==> src/rtl/mio_arbiter.sv <==
// mio_arbiter
//   Shares one single-port synchronous memory/IO bus between the CPU
//   (fixed priority) and a secondary master (DMA/VGA fetch). Every bus
//   transaction runs IDLE -> ACCESS (MEM_LAT cycles) -> RESP (one-cycle
//   ready pulse). A starvation counter forces a DMA grant once the CPU
//   has won STARVE_MAX consecutive arbitrations while dma_req was pending.
//
// Optional build macro: MIO_ARB_STATS_EN
//   defined   : stat_cpu_cnt / stat_dma_cnt count grants (saturating)
//   undefined : both stat ports are tied to 16'h0000
//
// Ports
//   clk, reset                 clock (rising edge), async active-high reset
//   cpu_req/we/addr/wdata      CPU request side
//   cpu_ready, cpu_rdata       CPU completion pulse (MIO_ready) and read data
//   dma_req/we/addr/wdata      secondary master request side
//   dma_ready, dma_rdata       secondary completion pulse and read data
//   mem_en/we/addr/wdata       memory bus command
//   mem_rdata                  memory read data
//   grant                      owner: 01 CPU, 10 DMA, 00 none
//   stat_cpu_cnt, stat_dma_cnt grant statistics
module mio_arbiter #(
  parameter int ADDR_W     = 32,
  parameter int DATA_W     = 32,
  parameter int MEM_LAT    = 1,
  parameter int STARVE_MAX = 4
) (
  input  logic              clk,
  input  logic              reset,
  input  logic              cpu_req,
  input  logic              cpu_we,
  input  logic [ADDR_W-1:0] cpu_addr,
  input  logic [DATA_W-1:0] cpu_wdata,
  output logic              cpu_ready,
  output logic [DATA_W-1:0] cpu_rdata,
  input  logic              dma_req,
  input  logic              dma_we,
  input  logic [ADDR_W-1:0] dma_addr,
  input  logic [DATA_W-1:0] dma_wdata,
  output logic              dma_ready,
  output logic [DATA_W-1:0] dma_rdata,
  output logic              mem_en,
  output logic              mem_we,
  output logic [ADDR_W-1:0] mem_addr,
  output logic [DATA_W-1:0] mem_wdata,
  input  logic [DATA_W-1:0] mem_rdata,
  output logic [1:0]        grant,
  output logic [15:0]       stat_cpu_cnt,
  output logic [15:0]       stat_dma_cnt
);

  localparam logic [3:0] LAT_LOAD   = 4'(MEM_LAT - 1);
  localparam logic [3:0] STARVE_CAP = 4'(STARVE_MAX);

  typedef enum logic [1:0] {
    S_IDLE   = 2'd0,
    S_ACCESS = 2'd1,
    S_RESP   = 2'd2
  } state_t;

  state_t            r_state;
  state_t            w_state_nxt;
  logic              r_owner_dma;
  logic              r_we;
  logic [ADDR_W-1:0] r_addr;
  logic [DATA_W-1:0] r_wdata;
  logic [3:0]        r_lat;
  logic [3:0]        r_starve;
  logic [DATA_W-1:0] r_cpu_rdata;
  logic [DATA_W-1:0] r_dma_rdata;

  logic w_req_any;
  logic w_pick_dma;
  logic w_grant_now;
  logic w_last;

  assign w_req_any   = cpu_req | dma_req;
  // DMA wins when alone, or when the CPU has starved it STARVE_MAX times.
  assign w_pick_dma  = dma_req & (~cpu_req | (r_starve == STARVE_CAP));
  assign w_grant_now = (r_state == S_IDLE) & w_req_any;
  assign w_last      = (r_state == S_ACCESS) & (r_lat == 4'd0);

  always_ff @(posedge clk or posedge reset) begin
    if (reset) r_state <= S_IDLE;
    else       r_state <= w_state_nxt;
  end

  always_comb begin
    w_state_nxt = r_state;
    mem_en      = 1'b0;
    mem_we      = 1'b0;
    cpu_ready   = 1'b0;
    dma_ready   = 1'b0;
    grant       = 2'b00;
    case (r_state)
      S_IDLE: begin
        if (w_req_any) w_state_nxt = S_ACCESS;
      end
      S_ACCESS: begin
        mem_en = 1'b1;
        mem_we = r_we;
        grant  = {r_owner_dma, ~r_owner_dma};
        if (r_lat == 4'd0) w_state_nxt = S_RESP;
      end
      S_RESP: begin
        cpu_ready   = ~r_owner_dma;
        dma_ready   = r_owner_dma;
        grant       = {r_owner_dma, ~r_owner_dma};
        w_state_nxt = S_IDLE;
      end
      default: w_state_nxt = S_IDLE;
    endcase
  end

  // Transaction latch and access-window countdown
  always_ff @(posedge clk or posedge reset) begin
    if (reset) begin
      r_owner_dma <= 1'b0;
      r_we        <= 1'b0;
      r_addr      <= '0;
      r_wdata     <= '0;
      r_lat       <= 4'd0;
    end else if (w_grant_now) begin
      r_owner_dma <= w_pick_dma;
      r_we        <= w_pick_dma ? dma_we    : cpu_we;
      r_addr      <= w_pick_dma ? dma_addr  : cpu_addr;
      r_wdata     <= w_pick_dma ? dma_wdata : cpu_wdata;
      r_lat       <= LAT_LOAD;
    end else if ((r_state == S_ACCESS) && (r_lat != 4'd0)) begin
      r_lat <= r_lat - 4'd1;
    end
  end

  // Read data is captured on the closing edge of the access window
  always_ff @(posedge clk or posedge reset) begin
    if (reset) begin
      r_cpu_rdata <= '0;
      r_dma_rdata <= '0;
    end else if (w_last && !r_we) begin
      if (r_owner_dma) r_dma_rdata <= mem_rdata;
      else             r_cpu_rdata <= mem_rdata;
    end
  end

  // Starvation counter: only IDLE cycles touch it
  always_ff @(posedge clk or posedge reset) begin
    if (reset) begin
      r_starve <= 4'd0;
    end else if (r_state == S_IDLE) begin
      if (w_req_any && w_pick_dma)   r_starve <= 4'd0;
      else if (w_req_any && dma_req) begin
        if (r_starve != STARVE_CAP)  r_starve <= r_starve + 4'd1;
      end
      else if (!dma_req)             r_starve <= 4'd0;
    end
  end

  assign mem_addr  = r_addr;
  assign mem_wdata = r_wdata;
  assign cpu_rdata = r_cpu_rdata;
  assign dma_rdata = r_dma_rdata;

`ifdef MIO_ARB_STATS_EN
  logic [15:0] r_stat_cpu;
  logic [15:0] r_stat_dma;

  always_ff @(posedge clk or posedge reset) begin
    if (reset) begin
      r_stat_cpu <= 16'h0000;
      r_stat_dma <= 16'h0000;
    end else if (w_grant_now) begin
      if (w_pick_dma) begin
        if (r_stat_dma != 16'hFFFF) r_stat_dma <= r_stat_dma + 16'd1;
      end else begin
        if (r_stat_cpu != 16'hFFFF) r_stat_cpu <= r_stat_cpu + 16'd1;
      end
    end
  end

  assign stat_cpu_cnt = r_stat_cpu;
  assign stat_dma_cnt = r_stat_dma;
`else
  assign stat_cpu_cnt = 16'h0000;
  assign stat_dma_cnt = 16'h0000;
`endif

endmodule

==> config.mk <==
export PLATFORM = sky130hd
export DESIGN_NAME = mio_arbiter
export DESIGN_NICKNAME = d
export VERILOG_FILES = /design/src/rtl/mio_arbiter.sv
export SDC_FILE = /design/constraint.sdc
export NUM_CORES = 1
export LEC_CHECK = 0
export CAP_MARGIN = 10
export CORE_MARGIN = 3
export CORE_UTILIZATION = 37
export CTS_CLUSTER_DIAMETER = 50
export DETAILED_ROUTE_END_ITERATION = 7
export GPL_TIMING_DRIVEN = 0
export PLACE_DENSITY = 0.78
export SETUP_SLACK_MARGIN = 0.1
export SYNTH_ARGS = -nofsm -noshare
export SYNTH_HDL_FRONTEND = slang
export SYNTH_SLANG_ARGS = --single-unit
==> constraint.sdc <==
create_clock -name clk -period 4.94 [get_ports clk]
set_clock_uncertainty 0.05 [all_clocks]
set_input_delay 0.988 -clock clk [delete_from_list [all_inputs] [get_ports clk]]
set_output_delay 0.988 -clock clk [all_outputs]
set_load 0.02 [all_outputs]
==> results.md <==
- Status: completed
- EDFF count, synth: 0
- Cell Area, Placed: around 10000 µm²
- Initial antenna violation count: 0
- Worst-case clock buffer depth: 2
- CP Launch Type: register
- Die Ht: roughly 140 µm
- Die width: approximately 140 µm
- Cell Area, Synth: approximately 6600 µm²
- Vias in the first global route: ~6,100
- Crit path largest cell delay: approximately 630 ps
- Clock sink total: 140
- Post-Layout Cell Count: roughly 1,200
- Critical path endpoint: mem_we
- Fin. Hold Viols: 0
- Setup bufs post-CTS: 0
- Reg-to-Reg Start: r_state[1]$_DFFE_PP0P_
- Hold path depth: 2
- CP arrival: roughly 2100 ps
- Gp weighted congestion: 0.834
- MaxCap Viol Count: 0
- Register Area: between 3000 and 4000 µm²
- Syn_area_per_cell: between 10 and 15 µm²
- Largest net degree at the start of global routing: between 90 and 100
- Crit-path max FO: 8
- Commonest non-fill, non-tap cells in the layout: clkdlybuf4s50_1 (298), dfrtp_1 (140), nand2_1 (134), mux2_2 (67), o211ai_1 (66)
- Delay-heaviest family, CP: buffers and inverters
- Worst skew pair latency: ~410 ps
- DP Worst Slack: 1800 ps
- Achievable frequency: between 0.3 and 0.4 GHz
- Layout area overhead: 62.0%
- Fillers: between 1,000 and 1,500
- Die ar.: between 15,000 and 20,000 µm²
- Port-buffer cells: 298
- Hpwl dp: roughly 16,000 µm
- Hold WS: 445 ps
- Crit path from: r_state[1]$_DFFE_PP0P_
- Slowest CP cell: clkdlybuf4s50_1
- WL/cell: 17.6 µm
- Yosys warns: 0
- Post-CTS sizing: 0
- Part of the cycle the worst path needs: between 60 and 70%
- Critical Path RT: slightly below 4000 ps
- Register area share after synthesis: between 50% and 60%
- DR iter-0 viols: approximately 250
- Final worst slack: approximately 1800 ps
- Clock power frac: about a fifth
- Worst path bufs/invs: 2
- Reg2reg end: cpu_rdata[19]$_DFFE_PP0P_
- H-tree depth: 4
- Post-synth top flop: dfrtp_1
- Gate Count Post-Synth: around 610
- Post-synth cell types: 39
- Hold buffers post-CTS: 0
- N_diodes: 0
- Setup Crit Path Kind: register to output port
- Via count: approximately 6,000
- Initial Utilization: a little under two fifths
- Number of buffers created by CTS: 17
- CTS tree: built
- Min-Delay Path Class: register to register
- DRT Pass-1 Iters: 5
- Crit path depth: 4
- Max_slew headroom: a little under half
- CP cell instances: inv_1, ha_1, and2_1, clkdlybuf4s50_1
- Number of I/O pins: ~330
- R2r setup slk: 2670 ps
- Sequential share of power: 29.2%
- Commonest non-fill, non-tap cell in the layout: clkdlybuf4s50_1
- Switching Fraction: 38.1%
- Async S/R FF share, synth: between 90% and 100%
- Worst Max-Slew Pin Slew: between 700 and 800 ps
- Post-layout min period: 3180 ps
- CTS Root Cell: clkbuf_16
- Via/cell ratio: 5.01
- Slew Viols, Final: 0
- Overflow after GRT: 0
- Yosys reg bits: 140
- Core Util, Final: between 60% and 70%
- Dpl cells: between 1,000 and 1,500
- Multi-input gate area: between 2000 and 3000 µm²
- First-pass GRT wire length: 32,900 µm
- Post-route DRC: 0
- Internal Power: 4.28 mW
- Net switching power of the design: roughly 2.6 mW
- GRT Total Usage: a little over a fifth
- Core area: 17,400 µm²
- Power Dens Cells: ~650 nW/µm²
- Worst VDD drop: between 300 and 400 µV
- Final setup viols: 0
- Nets: around 1,100
- Wirelength, routed: 21,100 µm
- RSZ-0062 raised after global routing: false
- Design area: roughly 11,000 µm²
- Layout cells sized above 1: approximately 16%
- Comb power frac: between 50% and 60%
- Clock Pin Slew Worst Setup and Hold Paths: about 60 ps
- Worst setup EP type: output port
- Worst reg2reg path depth: 6
- Rows: 48
- Post-DRT Antenna Nets: 0
- Leak pwr: approximately 4.4 nW
## cells in the mapped netlist (all sizes together), types with 2 or more instances
master,n,area (µm²)
nand4b,2,17.5
nand4,65,407
a21oi,3,15.0
ha,9,113
inv,11,41.3
buf,53,363
nor3b,2,26.3
o31ai,2,15.0
and2,3,18.8
nand2,134,503
o21ai,5,25.0
o211ai,66,495
clkbuf,30,113
dfrtp,140,3500
mux2,67,754
nor3,2,10.0
nor2b,3,18.8
## per-stage QoR
stage | power (mW) | setup TNS, ps
finish | 6.91 | 0
global route | 7.32 | 0
CTS | 6.99 | 0
detailed placement | 5.53 | 0
global placement | 5.45 | -269850
floorplan | 3.86 | 0
## logic make-up (layout without fill, tap and decap cells)
family,count (synthesis),after routing,synth area share (%)
DFF,140,140,53.3
muxes,67,67,11.5
and+or+nand+nor,220,220,16.2
other,1,32,0.0571
adders and majority gates,9,9,1.71
buffers and inverters,94,425,7.87
AOI/OAI and AO/OA,83,83,9.31
## state kept, by name, summed over array words and instances, names as in the netlist
signal,cells
r_we,1
r_owner_dma,1
mem_wdata,32
dma_rdata,32
cpu_rdata,32
mem_addr,32
r_lat,4
r_starve,4
r_state,2
## power by group through the flow
stage          sequential (mW)  clock [mW]  combinational [mW]
2_1_floorplan             2.63           0                1.24
3_3_place_gp              2.01           0                3.44
3_5_place_dp              2.04           0                3.49
4_1_cts                   2.02        1.47                3.50
5_1_grt                   2.09        1.51                3.71
6_report                  2.02        1.43                3.46
## how the worst min path moves through the flow
| stage | startpoint | endpoint |
|---|---|---|
| after floorplan | r_starve[3]$_DFFE_PP0P_ | r_starve[3]$_DFFE_PP0P_ |
| after global placement | mem_wdata[24]$_DFFE_PP0P_ | mem_wdata[24]$_DFFE_PP0P_ |
| after detailed placement | mem_addr[27]$_DFFE_PP0P_ | mem_addr[27]$_DFFE_PP0P_ |
| after CTS | mem_addr[27]$_DFFE_PP0P_ | mem_addr[27]$_DFFE_PP0P_ |
| after global routing | mem_addr[24]$_DFFE_PP0P_ | mem_addr[24]$_DFFE_PP0P_ |
| final | mem_wdata[22]$_DFFE_PP0P_ | mem_wdata[22]$_DFFE_PP0P_ |
## cell type report
cell class                 instances  share of cell area [%]
inverter                          11                   0.435
timing repair buffer             299                    28.3
sequential                       140                    32.9
multi-input combinational        411                    25.0
clock buffer                      18                    4.03
tap                              225                    2.64
clock inverter                    14                    2.19
buffer                            83                    4.47
## routing by layer
layer | part of all wire [%] | track usage (%) | vias to the layer above
li1 | - | - | 2832
met1 | 40 | 26.0 | 2870
met2 | 49 | 35.9 | 274
met3 | 8.6 | 7.04 | 36
met4 | 2.4 | 7.05 | 0
met5 | 0 | 0 | -
## worst reg2reg max path, stage by stage, from the launching register on
cell	delay, ps
dfrtp_1	390
inv_1	120
ha_1	360
and4bb_2	290
nor3b_4	350
buf_6	230
mux2_2	360
No activity file was read; power rests on OpenSTA's default activity.
